===== config.mk =====
export PLATFORM = sky130hd
export DESIGN_NAME = bram_arbiter
export DESIGN_NICKNAME = d
export VERILOG_FILES = /design/src/rtl/bram_arbiter_pkg.sv /design/src/rtl/bram_arbiter_rd_tag_pipe.sv /design/src/rtl/bram_arbiter.sv
export SDC_FILE = /design/constraint.sdc
export NUM_CORES = 1
export LEC_CHECK = 0
export BUFFER_PORTS_ARGS = -buffer_cell sky130_fd_sc_hd__buf_2
export CORE_AREA = 3 3 97 99
export CTS_CLUSTER_SIZE = 40
export DETAILED_ROUTE_END_ITERATION = 10
export DIE_AREA = 0 0 100 102
export SKIP_LAST_GASP = 1
export SYNTH_ARGS = -nofsm -noshare
export SYNTH_HDL_FRONTEND = slang
export SYNTH_SLANG_ARGS = --single-unit
export TNS_END_PERCENT = 100

===== constraint.sdc =====
create_clock -name clka -period 1.94 [get_ports clka]
set_clock_uncertainty 0.05 [all_clocks]
set_input_delay 0.097 -clock clka [delete_from_list [all_inputs] [get_ports clka]]
set_output_delay 0.097 -clock clka [all_outputs]
set_load 0.02 [all_outputs]

===== src/rtl/bram_arbiter_pkg.sv =====
`default_nettype none
// ============================================================================
//  Module      : bram_arbiter_pkg
//  Description : Shared types and constants for the two-client BRAM arbiter.
//                This covers the BRAM geometry, the client id and the read
//                tag carried alongside each in-flight read.
//  Revision    : 1.0 - initial release
// ============================================================================
package bram_arbiter_pkg;

    // Geometry of the 16x16 single-port block RAM
    localparam int BRAM_AW = 4;
    localparam int BRAM_DW = 16;

    // Which client issued an access
    typedef logic client_id_t;

    localparam client_id_t c_client0 = 1'b0;
    localparam client_id_t c_client1 = 1'b1;

    // Tag travelling with each BRAM access so read data can be routed back
    typedef struct packed {
        logic       valid;
        client_id_t id;
    } rd_tag_t;

    localparam rd_tag_t c_tag_idle = '{valid: 1'b0, id: c_client0};

endpackage : bram_arbiter_pkg
`default_nettype wire


===== src/rtl/bram_arbiter_rd_tag_pipe.sv =====
`default_nettype none
// ============================================================================
//  Module      : bram_arbiter_rd_tag_pipe
//  Description : Fixed-depth shift register of read tags. One tag enters
//                every cycle and one leaves every cycle, so the tag reaching
//                the tail lines up with the BRAM data for that access.
//  Revision    : 1.0 - initial release
// ============================================================================
module bram_arbiter_rd_tag_pipe
    import bram_arbiter_pkg::*;
#(
    parameter int DEPTH = 3
) (
    input  logic    clka,
    input  logic    rst,
    input  rd_tag_t i_tag,
    output rd_tag_t o_tag
);

    rd_tag_t r_stage [DEPTH];

    // Head stage takes the new tag and clears to idle on reset
    always_ff @(posedge clka or posedge rst) begin
        if (rst) begin
            r_stage[0] <= c_tag_idle;
        end else begin
            r_stage[0] <= i_tag;
        end
    end

    for (genvar g = 1; g < DEPTH; g++) begin : g_stage
        // Each later stage copies its predecessor, so in-flight reads vanish on reset
        always_ff @(posedge clka or posedge rst) begin
            if (rst) begin
                r_stage[g] <= c_tag_idle;
            end else begin
                r_stage[g] <= r_stage[g-1];
            end
        end
    end

    assign o_tag = r_stage[DEPTH-1];

endmodule : bram_arbiter_rd_tag_pipe
`default_nettype wire


===== src/rtl/bram_arbiter.sv =====
`default_nettype none
// ============================================================================
//  Module      : bram_arbiter
//  Description : Round-robin arbiter that lets two clients share a single-port
//                block RAM. Grants are combinational and the BRAM port is
//                registered. Read data is steered back to the issuing client
//                using a tag pipeline that matches the BRAM read latency.
//  Revision    : 1.0 - initial release
// ============================================================================
module bram_arbiter
    import bram_arbiter_pkg::*;
#(
    parameter int AW     = BRAM_AW,
    parameter int DW     = BRAM_DW,
    parameter int RD_LAT = 2
) (
    input  logic          clka,
    input  logic          rst,
    // client 0
    input  logic          req0,
    input  logic          we0,
    input  logic [AW-1:0] addr0,
    input  logic [DW-1:0] wdata0,
    output logic          gnt0,
    output logic          rvalid0,
    output logic [DW-1:0] rdata0,
    // client 1
    input  logic          req1,
    input  logic          we1,
    input  logic [AW-1:0] addr1,
    input  logic [DW-1:0] wdata1,
    output logic          gnt1,
    output logic          rvalid1,
    output logic [DW-1:0] rdata1,
    // BRAM port
    output logic          ena,
    output logic          wea,
    output logic [AW-1:0] addra,
    output logic [DW-1:0] dina,
    input  logic [DW-1:0] douta
);

    // The tag must leave the pipe in the same cycle douta becomes valid:
    // one cycle for the issue register plus RD_LAT cycles inside the BRAM.
    localparam int c_pipe_depth = RD_LAT + 1;

    logic          w_gnt0;
    logic          w_gnt1;
    logic          w_grant;
    client_id_t    w_gnt_id;
    logic          w_sel_we;
    logic [AW-1:0] w_sel_addr;
    logic [DW-1:0] w_sel_wdata;
    rd_tag_t       w_tag_in;
    rd_tag_t       w_tag_out;

    client_id_t    r_prio;
    logic          r_ena;
    logic          r_wea;
    logic [AW-1:0] r_addra;
    logic [DW-1:0] r_dina;
    logic          r_rvalid0;
    logic          r_rvalid1;
    logic [DW-1:0] r_rdata0;
    logic [DW-1:0] r_rdata1;

    // Grant decision: a lone requester wins, and a tie goes to the priority
    // pointer. Reset masks the grant so no request is consumed while held.
    always_comb begin
        w_gnt0 = 1'b0;
        w_gnt1 = 1'b0;
        if (!rst) begin
            if (req0 && req1) begin
                w_gnt0 = (r_prio == c_client0);
                w_gnt1 = (r_prio == c_client1);
            end else begin
                w_gnt0 = req0;
                w_gnt1 = req1;
            end
        end
    end

    assign w_grant  = w_gnt0 | w_gnt1;
    assign w_gnt_id = w_gnt1 ? c_client1 : c_client0;

    // Route the winning client's request fields toward the issue registers
    always_comb begin
        w_sel_we    = we0;
        w_sel_addr  = addr0;
        w_sel_wdata = wdata0;
        if (w_gnt_id == c_client1) begin
            w_sel_we    = we1;
            w_sel_addr  = addr1;
            w_sel_wdata = wdata1;
        end
    end

    // Priority pointer moves to the other client after every grant
    always_ff @(posedge clka or posedge rst) begin
        if (rst) begin
            r_prio <= c_client0;
        end else if (w_grant) begin
            r_prio <= client_id_t'(~w_gnt_id);
        end
    end

    // Issue registers driving the BRAM port. Address and data hold when idle.
    always_ff @(posedge clka or posedge rst) begin
        if (rst) begin
            r_ena   <= 1'b0;
            r_wea   <= 1'b0;
            r_addra <= '0;
            r_dina  <= '0;
        end else begin
            r_ena <= w_grant;
            r_wea <= w_grant & w_sel_we;
            if (w_grant) begin
                r_addra <= w_sel_addr;
                r_dina  <= w_sel_wdata;
            end
        end
    end

    // Only reads need a response, so writes and idle cycles enter as bubbles
    assign w_tag_in = '{valid: w_grant & ~w_sel_we, id: w_gnt_id};

    bram_arbiter_rd_tag_pipe #(
        .DEPTH (c_pipe_depth)
    ) u_rd_tag_pipe (
        .clka  (clka),
        .rst   (rst),
        .i_tag (w_tag_in),
        .o_tag (w_tag_out)
    );

    // Capture douta for the client named by the tail tag and pulse its rvalid
    always_ff @(posedge clka or posedge rst) begin
        if (rst) begin
            r_rvalid0 <= 1'b0;
            r_rvalid1 <= 1'b0;
            r_rdata0  <= '0;
            r_rdata1  <= '0;
        end else begin
            r_rvalid0 <= w_tag_out.valid && (w_tag_out.id == c_client0);
            r_rvalid1 <= w_tag_out.valid && (w_tag_out.id == c_client1);
            if (w_tag_out.valid && (w_tag_out.id == c_client0)) begin
                r_rdata0 <= douta;
            end
            if (w_tag_out.valid && (w_tag_out.id == c_client1)) begin
                r_rdata1 <= douta;
            end
        end
    end

    assign gnt0    = w_gnt0;
    assign gnt1    = w_gnt1;
    assign ena     = r_ena;
    assign wea     = r_wea;
    assign addra   = r_addra;
    assign dina    = r_dina;
    assign rvalid0 = r_rvalid0;
    assign rvalid1 = r_rvalid1;
    assign rdata0  = r_rdata0;
    assign rdata1  = r_rdata1;

endmodule : bram_arbiter
`default_nettype wire

-- Yosys cells after proc, flatten, opt, wreduce, memory -nomap -nowiden
Cells that the tools add are included.
- flip-flop bits (word level): 63
- input bits: 62
- output and inout bits: 58
- logic and storage cells: 33
- multiplexer cells: 8
- bitwise operators: 7
- reductions and logical operators: 3
- operators with widths (cell ; count):
    $mux W16 ; 1
    $mux W1 ; 6
    $mux W4 ; 1
    $not A1 Y1 ; 4
    $logic_and A1 B1 Y1 ; 3
    $and A1 B1 Y1 ; 2
    $or A1 B1 Y1 ; 1

-- Logic depth before layout (Yosys ltp)
Gate-level depths: netlist of the first run.
- word-level depth: 7
- mapped depth: 5
- gate-level depth less buffers: 3

-- Cells and area by module
From an unflattened synthesis of the first run, not the netlist that was laid out.
- cell total of the unflattened synthesis: 213
- area total of the unflattened synthesis: 2603.7 um^2
- modules (own cells, without submodules) (module ; times used ; cells an instance ; area each (um^2) ; sequential area each (um^2)):
    bram_arbiter ; 1 ; 204 ; 2434.8 ; 1426.4
    bram_arbiter_rd_tag_pipe ; 1 ; 9 ; 168.9 ; 150.1

-- Least setup slack after synthesis of the first run
No wires, ideal clock.
- path type: input port to output port
- start point: input rst
- end point: output gnt0
- data arrival time: 1.991 ns
- data required time: 1.793 ns
- slack: -0.198 ns
- cell stages on the path: 3
- buffers on the path: 0
- cell sequence: inv_1 -> nand2_1 -> a21oi_1
- longest elaborated chain between the ends: 1
- RTL lines (element ; RTL line ; source):
    from (decl) ; bram_arbiter.sv:18 ; input logic rst,
    $mux W1 ; bram_arbiter.sv:72 ; if (!rst) begin
    to (decl) ; bram_arbiter.sv:24 ; output logic gnt0,
No other way between the ends.

-- Worst setup path in the final report of the first run
- start point: input rst
- end point: register r_dina[14], in the netlist dina[14]
- longest elaborated chain between the ends: 3
- elaborated cells between the ends (all ways): 5
- those cells by class: 4 x mux; 1 x bitwise
- RTL lines (element ; RTL line ; source):
    $mux W1 ; bram_arbiter.sv:72 ;
    $mux W1 ; bram_arbiter.sv:84 ; assign w_gnt_id = w_gnt1 ? c_client1 : c_client0;
    $mux W16 ; bram_arbiter.sv:91 ; if (w_gnt_id == c_client1) begin
    to (signal assigned) ; bram_arbiter.sv:119 ; r_dina <= w_sel_wdata;
    to (decl) ; bram_arbiter.sv:61 ; logic [DW-1:0] r_dina;
Parallel ways exist; a longest one is shown, timed or not.
A chain may end at the register's enable or synchronous reset.

==> results by stage, run 1 <==
Detailed routing:
- The met2 wire length is about 3400 um.
- The post-route antenna net violation count is 0.
- For this block, the routed nets add up to 7030 um of wire.
- In the routed layout, each cell is associated on average with a via count of around 4.5.
- Wire segments on met3 add up to ~480 um in the final route.
- The detailed-route via count is 2264.
- After the first detailed-routing iteration, the DRC count stood at 46.
- The highest layer touched by signal routing is met4.
- In the routed design, unresolved DRC markers number 0.
- After detailed routing, the average wire length per cell comes to 14.0 um.
- The first detailed-routing pass ran for 4 iterations.
- The detailed router put a total of 2960 um of wire on met1.

Yosys:
- The cell count after synthesis is 209.
- Of the total synthesized cell area, the portion taken by AND, OR, NAND and NOR gates is 9.28%.
- After synthesis, the largest family of logic cells by area is multiplexers.
- The post-synthesis mux area share is 15.3%.
- The post-synthesis sequential element count is 63.
- The synthesized cell area is 2580 um^2.
- The number of distinct library cell variants in the gate-level netlist after synthesis is 25.
- The share of the Yosys chip area taken by registers is 61.2%.
- After Yosys synthesis, full adders, half adders and majority gates account for 0% of the synthesized area.
- The number of nets handed over by synthesis was 271.
- The Yosys warning count is 0.
- The average footprint of a synthesized cell is 12.3 um^2.
- Of the total synthesized cell area, the portion taken by XOR and XNOR cells is 0%.
- Summing the areas of all compound-gate instances in the mapped netlist gives between 10% and 20% of the synthesized area.

Floorplan:
- The core region is 8640 um^2.
- For this design the top-level I/O count stands at between 100 and 150.
- The chip height is 102 um.
- The total die area is slightly above 10000 um^2.
- Once the floorplan was initialized, standard cells occupied about 30% of the core.
- The width of the die is roughly 100 um.
- The floorplan has 34 rows.

Global routing:
- The initial antenna violation count is 0.
- The global-route congestion overflow total is 0.
- Global routing consumed, over all layers together, 14.0% of the routing resources.
- The first global-routing pass estimated 11200 um of wire.
- The number of global-route vias before repair is 2355.
- Entering global routing, the biggest net connects 64 pins.

Pwr:
- In this run the static leakage power is 1.92 nW.
- VDD sags by at most 399 uV.
- The cell area power density is 991 nW/um^2.

Place:
- The port buffer count is 119.
- At the end of routability-driven placement, the weighted congestion stood at roughly 0.7.
- Detailed placement ended at an HPWL of 4600 um.
- The worst slack at placement is 0.480 ns.

Worst setup path:
- The arrival time reported for the critical path endpoint is 2.01 ns.
- STA classifies the critical path endpoint as a register.
- STA classifies the critical path startpoint as a primary input.
- Of all nets on the critical path, the largest fanout is 43.
- By startpoint and endpoint, the worst setup path is classified as in2reg.
- Data on the critical path is required at its endpoint by 2.16 ns.

Layout:
- The fraction of final layout cells sized beyond drive strength 1 is around 44%.
- The growth of design area from synthesis to finish is 58.9%.
- The fill cell instance count of the final layout is 809.
- The number of nets in the final layout is 452.
- The count of antenna diodes in the layout is 0.
- The top cell types in the final layout, fill and taps aside, are sky130_fd_sc_hd__buf_2 (119), sky130_fd_sc_hd__dfrtp_1 (63), sky130_fd_sc_hd__dlygate4sd3_1 (59).
- The library cell used most frequently in the layout, excluding fill and tap cells, is sky130_fd_sc_hd__buf_2.

CTS:
- The insertion delay of the later-clocked pin in the worst-skew pair is 0.33 ns.
- The H-tree depth is 3.
- TritonCTS built the clock tree.
- In this run the post-CTS setup repair buffer count came out at 0.
- The tree is rooted in a sky130_fd_sc_hd__clkbuf_8.
- The clock passes through at most 2 buffers.
- The number of clock buffers added by TritonCTS is 9.
- The clock-pin transition on the worst setup and hold timing paths is 0.07 ns.
- The clock drives between 60 and 70 sinks.

STA:
- The setup-violating endpoint count in the final report is 0.
- The worst hold-check slack is 0.0348 ns.
- Subtracting the final worst setup slack from the clock period gives 1.79 ns.
- The timing-limited maximum frequency is between 500 and 600 MHz.
- The number of pins with negative max-slew slack in the final report is 0.
- Setup repair after global routing left no endpoint under its margin.
- The ratio of final minimum period to clock period is 92.3%.
- The final worst slack is 0.149 ns.
- The setup TNS is 0 ns.
- Measured against its own limit, the worst slew margin works out to 71.2%.
- For the pin with the worst max-slew slack, the measured transition is 0.430 ns.
- The number of hold violations in the final report is 0.

Worst hold path:
- In this run the worst hold path is classified as in2reg.

Run status:
- The flow ran to the end, and the final reports show no timing, DRC or antenna violations.

Flow run:
- Max-cap violations in this run came to 0.
==> report_power, final <==
part,internal [mW],switching (mW)
clock,0.655,0.481
sequential,1.57,0.131
combinational,0.551,0.664
total,2.78,1.28
==> path summary, 6_finish.rpt <==
kind / startpoint / end / slack [ns] / cells after the start
max reg2reg: r_prio / wea / 0.23 / 5
min: req0 / r_prio / 0.03 / 3
max in group asynchronous: rst / rdata1[8] / 1.17 / 4
min in group asynchronous: rst / dina[1] / 0.37 / 4
max: rst / dina[14] / 0.15 / 7
min reg2reg: u_rd_tag_pipe.r_stage[3] / u_rd_tag_pipe.o_tag[1] / 0.30 / 0
==> per-stage QoR <==
stage / cell area (um^2) / std cells / power [mW] / utilization, %
global route: 4090 / 502 / 4.27 / 47.4
detailed placement: 3280 / 428 / 2.83 / 38.0
CTS: 4070 / 502 / 4.11 / 47.2
floorplan: 2580 / 209 / 2.41 / -
global placement: 3280 / 428 / 2.81 / 38.0
finish: 4090 / 502 / 4.06 / 47.4
==> flip-flops by register name, summed over array words and instances, names as in the netlist <==
signal	flops
dina	16
rdata0	16
rdata1	16
addra	4
u_rd_tag_pipe.r_stage	4
u_rd_tag_pipe.o_tag	2
ena	1
r_prio	1
rvalid0	1
rvalid1	1
wea	1
==> routing by layer <==
| layer | vias up | track usage [%] |
|---|---|---|
| li1 | 1101 | - |
| met1 | 1060 | 16.5 |
| met2 | 88 | 23.8 |
| met3 | 15 | 3.07 |
| met4 | 0 | 7.67 |
| met5 | - | 0 |
==> Yosys cell counts, drive strengths merged <==
master,n,area share [%]
a21boi,1,0.29
and2b,1,0.29
nor2,21,3.1
a21oi,1,0.19
o21ba,1,0.39
nand2b,2,0.49
nand2,3,0.53
clkbuf,2,0.39
a31oi,20,4.9
dfrtp,63,61
mux2,32,15
and3,1,0.24
inv,2,0.29
nor2b,2,0.58
nand3,21,4.1
o21ai,22,4.3
buf,14,3.5
==> cells by family after synthesis <==
kind of cell    Yosys count
mux                      32
compound gates           45
buf+inv                  18
flops                    63
simple gates             51
==> layout make-up <==
type | instances | area (um^2) | share of cell area (%)
timing repair buffer | 186 | 1270 | 31.1
clock buffer | 12 | 155 | 3.79
clock inverter | 3 | 42.5 | 1.04
inverter | 2 | 11.3 | 0.275
tap | 108 | 135 | 3.30
multi-input combinational | 128 | 902 | 22.0
sequential | 63 | 1580 | 38.5
==> worst max-delay path, stage by stage <==
cell and delay, ns:
sky130_fd_sc_hd__dlygate4sd3_1 0.53, sky130_fd_sc_hd__buf_2 0.15, sky130_fd_sc_hd__o21ba_1 0.26, sky130_fd_sc_hd__buf_12 0.21, sky130_fd_sc_hd__nor2_1 0.06, sky130_fd_sc_hd__a31oi_1 0.13, sky130_fd_sc_hd__dlygate4sd3_1 0.57
==> timing repair <==
| action | CTS | global route |
|---|---|---|
| hold endpoints to repair | 116 | 0 |
| resized for setup | 0 | 8 |
| setup endpoints to repair | 0 | 11 |
| hold buffers | 59 | 0 |
Note: power is estimated with default switching activity, not from simulation.
==> run 2: changes to the inputs <==
--- a/config.mk
+++ b/config.mk
@@ -6,10 +6,11 @@
 export NUM_CORES = 1
 export LEC_CHECK = 0
 export BUFFER_PORTS_ARGS = -buffer_cell sky130_fd_sc_hd__buf_2
-export CORE_AREA = 3 3 97 99
+export CORE_AREA = 3 3 75 129
 export CTS_CLUSTER_SIZE = 40
 export DETAILED_ROUTE_END_ITERATION = 10
-export DIE_AREA = 0 0 100 102
+export DIE_AREA = 0 0 78 132
+export GPL_ROUTABILITY_DRIVEN = 0
 export SKIP_LAST_GASP = 1
 export SYNTH_ARGS = -nofsm -noshare
 export SYNTH_HDL_FRONTEND = slang
==> run 2 against run 1 <==
Critical path depth shrank 2. Worst setup slack gained 0.10 ns. Global-route usage grew 0.53 points. Highest routed layer unchanged. Critical endpoint is now gnt1. Die area grew 0.94%.
==> results by stage, run 2 (synthesis results as in run 1) <==
Global routing:
- The number of global-route vias before repair is around 2400.
- The layer flagged by global routing as most heavily used is met2.
- The routing usage on met1 is between 10% and 20%.
- The total routing resource utilization after global routing is 14.5%.
- The met3 track demand over resource in global routing is ~3.7%.
- The wire length of the first global-routing pass is approximately 12000 um.
- The global routing usage on met2 is 24.0%.
- The global-route congestion overflow total is 0.
- The initial antenna violation count is 0.
- Entering global routing, the biggest net connects 49 pins.

STA:
- The worst pin sits at a relative slew slack of around two thirds.
- The ratio of final minimum period to clock period is 87.1%.
- For the pin with the worst max-slew slack, the measured transition is 0.494 ns.
- The clock period minus worst slack is approximately 1.7 ns.
- The setup-violating endpoint count in the final report is 0.
- The setup TNS is 0 ns.
- The number of pins with negative max-slew slack in the final report is 0.
- The number of hold violations in the final report is 0.
- The worst hold-check slack is 0.0126 ns.
- Setup repair after global routing left no endpoint under its margin.
- The timing-limited maximum frequency is 592 MHz.

Pwr:
- The worst-case IR drop observed on VDD is roughly 450 uV.
- The analysis attributes to cell leakage a power of 1.94 nW.
- The design draws 4.49 mW.
- The cell area power density is 1090 nW/um^2.

Place:
- The total cell area at the placement stage is 3310 um^2.
- The half-perimeter wire length of the detailed placement result is around 4600 um.
- Port buffering added 119 buffers.

CTS:
- The clock drives 63 sinks.
- The number of buffers created by CTS is 9.
- After clock tree synthesis, the clock-pin slew on the worst setup and hold paths is 0.05 ns.
- The insertion delay of the later-clocked pin in the worst-skew pair is 0.32 ns.
- The H-tree depth is 3.
- In this run the deepest clock path goes through 2 buffers.
- The buffer type at the clock tree root is sky130_fd_sc_hd__clkbuf_16.
- The buffers inserted during post-CTS setup optimization is 0.
- TritonCTS built the clock tree.

Detailed routing:
- The detailed-route via count is 2298.
- After detailed routing, the number of vias per cell comes to around 4.6.
- The sum of routed wire length over all layers is approximately 7000 um.
- The number of remaining DRC errors is 0.
- The first TritonRoute pass finished after 7 iterations.
- After detailed routing, the average wire length per cell comes to roughly 14 um.
- In this run the remaining antenna-violating nets after routing total 0.
- The starting DRC count in detailed routing is 67.

Floorplan:
- The initial standard-cell utilization of the core is 29.3%.
- The floorplan core area is 8780 um^2.
- The die covers between 10000 and 15000 um^2.
- The die is 78 um wide.
- After floorplanning, the core was divided into 45 placement rows.
- Measured along the y axis, the die boundary spans 132 um.
- The I/O pin total is 120.

Layout:
- The filler cells instantiated in the layout total 824.
- The growth of design area from synthesis to finish is 60.3%.
- Of the cells placed in the final design, the portion with a size suffix greater than 1 is 44.7%.
- The library cells used most frequently in the layout, excluding fill and tap cells, are sky130_fd_sc_hd__buf_2 (119), sky130_fd_sc_hd__dfrtp_1 (63), sky130_fd_sc_hd__dlygate4sd3_1 (51).
- The number of nets in the final layout is roughly 440.
- The finished cells cover around 4100 um^2.
- The most common library cell in the layout ignoring fill and taps is sky130_fd_sc_hd__buf_2.
- The repair_antennas step left the layout with diodes totalling 0.
- The share of the core filled with cells in the final layout is 47.0%.

Worst setup path:
- The worst setup path is of the in2out kind.
- The element type at the critical path start is a primary input.
- Data arrives at the worst endpoint at around 1.5 ns.
- In this run the worst path has a maximum fanout of 23.
- The kind of end point of the critical path is an output pin.
- Data on the critical path is required at its endpoint by ~1.8 ns.

Worst hold path:
- The classification of the worst-slack hold path is in2reg.

Flow run:
- Across the run, the number of max-cap violations was 0.

Run status:
- The flow ran to the end, and the final reports show no timing, DRC or antenna violations.
run 2: cell types whose count changed in the layout (fill, tap and decap cells not counted), sizes merged:
cell	previous run	this run
clkbuf	12	13
buf	127	125
clkinv	1	2
clkinvlp	2	1
dlygate4sd3	59	51
run 2: repair_timing:
action,in CTS,in global routing
gates resized for setup,0,1
setup endpoints to repair,0,1
hold endpoints to repair,66,0
hold buffers,51,0
run 2: layout make-up:
cell class	count	area (um^2)	area share [%]
inverter	2	11.3	0.273
sequential	63	1580	38.2
clock buffer	13	270	6.55
clock inverter	3	40.0	0.970
timing repair buffer	176	1190	28.8
tap	117	146	3.55
multi-input combinational	128	896	21.7
run 2: path summary, 6_finish.rpt:
path / depth (start not counted) / to / slack (ns) / start
min reg2reg: 0 / u_rd_tag_pipe.r_stage[3] / 0.30 / u_rd_tag_pipe.r_stage[5]
max reg2reg: 4 / dina[13] / 0.51 / r_prio
min in group asynchronous: 3 / u_rd_tag_pipe.r_stage[2] / 0.29 / rst
min: 3 / dina[7] / 0.01 / wdata0[7]
max in group asynchronous: 4 / rdata0[15] / 0.99 / rst
max: 5 / gnt1 / 0.25 / rst
run 2: metrics by stage:
stage                     instances  setup WS, ns
after floorplan                 209         0.427
after global placement          435         0.527
after detailed placement        435         0.482
after CTS                       502        0.0598
after global routing            502         0.118
final                           502         0.250
run 2: layer usage:
layer  share of wire [%]  routed length [um]
met2                  53                3670
met3                 6.6                 458
met1                  38                2640
met4                 2.8                 195
met5                   0                   0
run 2: where the power goes:
group,internal [mW],switching [mW]
clock network,1.09,0.518
registers,1.58,0.127
logic,0.519,0.656
run 2: critical path, stage by stage:
cell                            delay, ns
sky130_fd_sc_hd__dlygate4sd3_1       0.53
sky130_fd_sc_hd__buf_2               0.15
sky130_fd_sc_hd__nand2b_2            0.37
sky130_fd_sc_hd__nor2_1              0.20
sky130_fd_sc_hd__buf_2               0.19
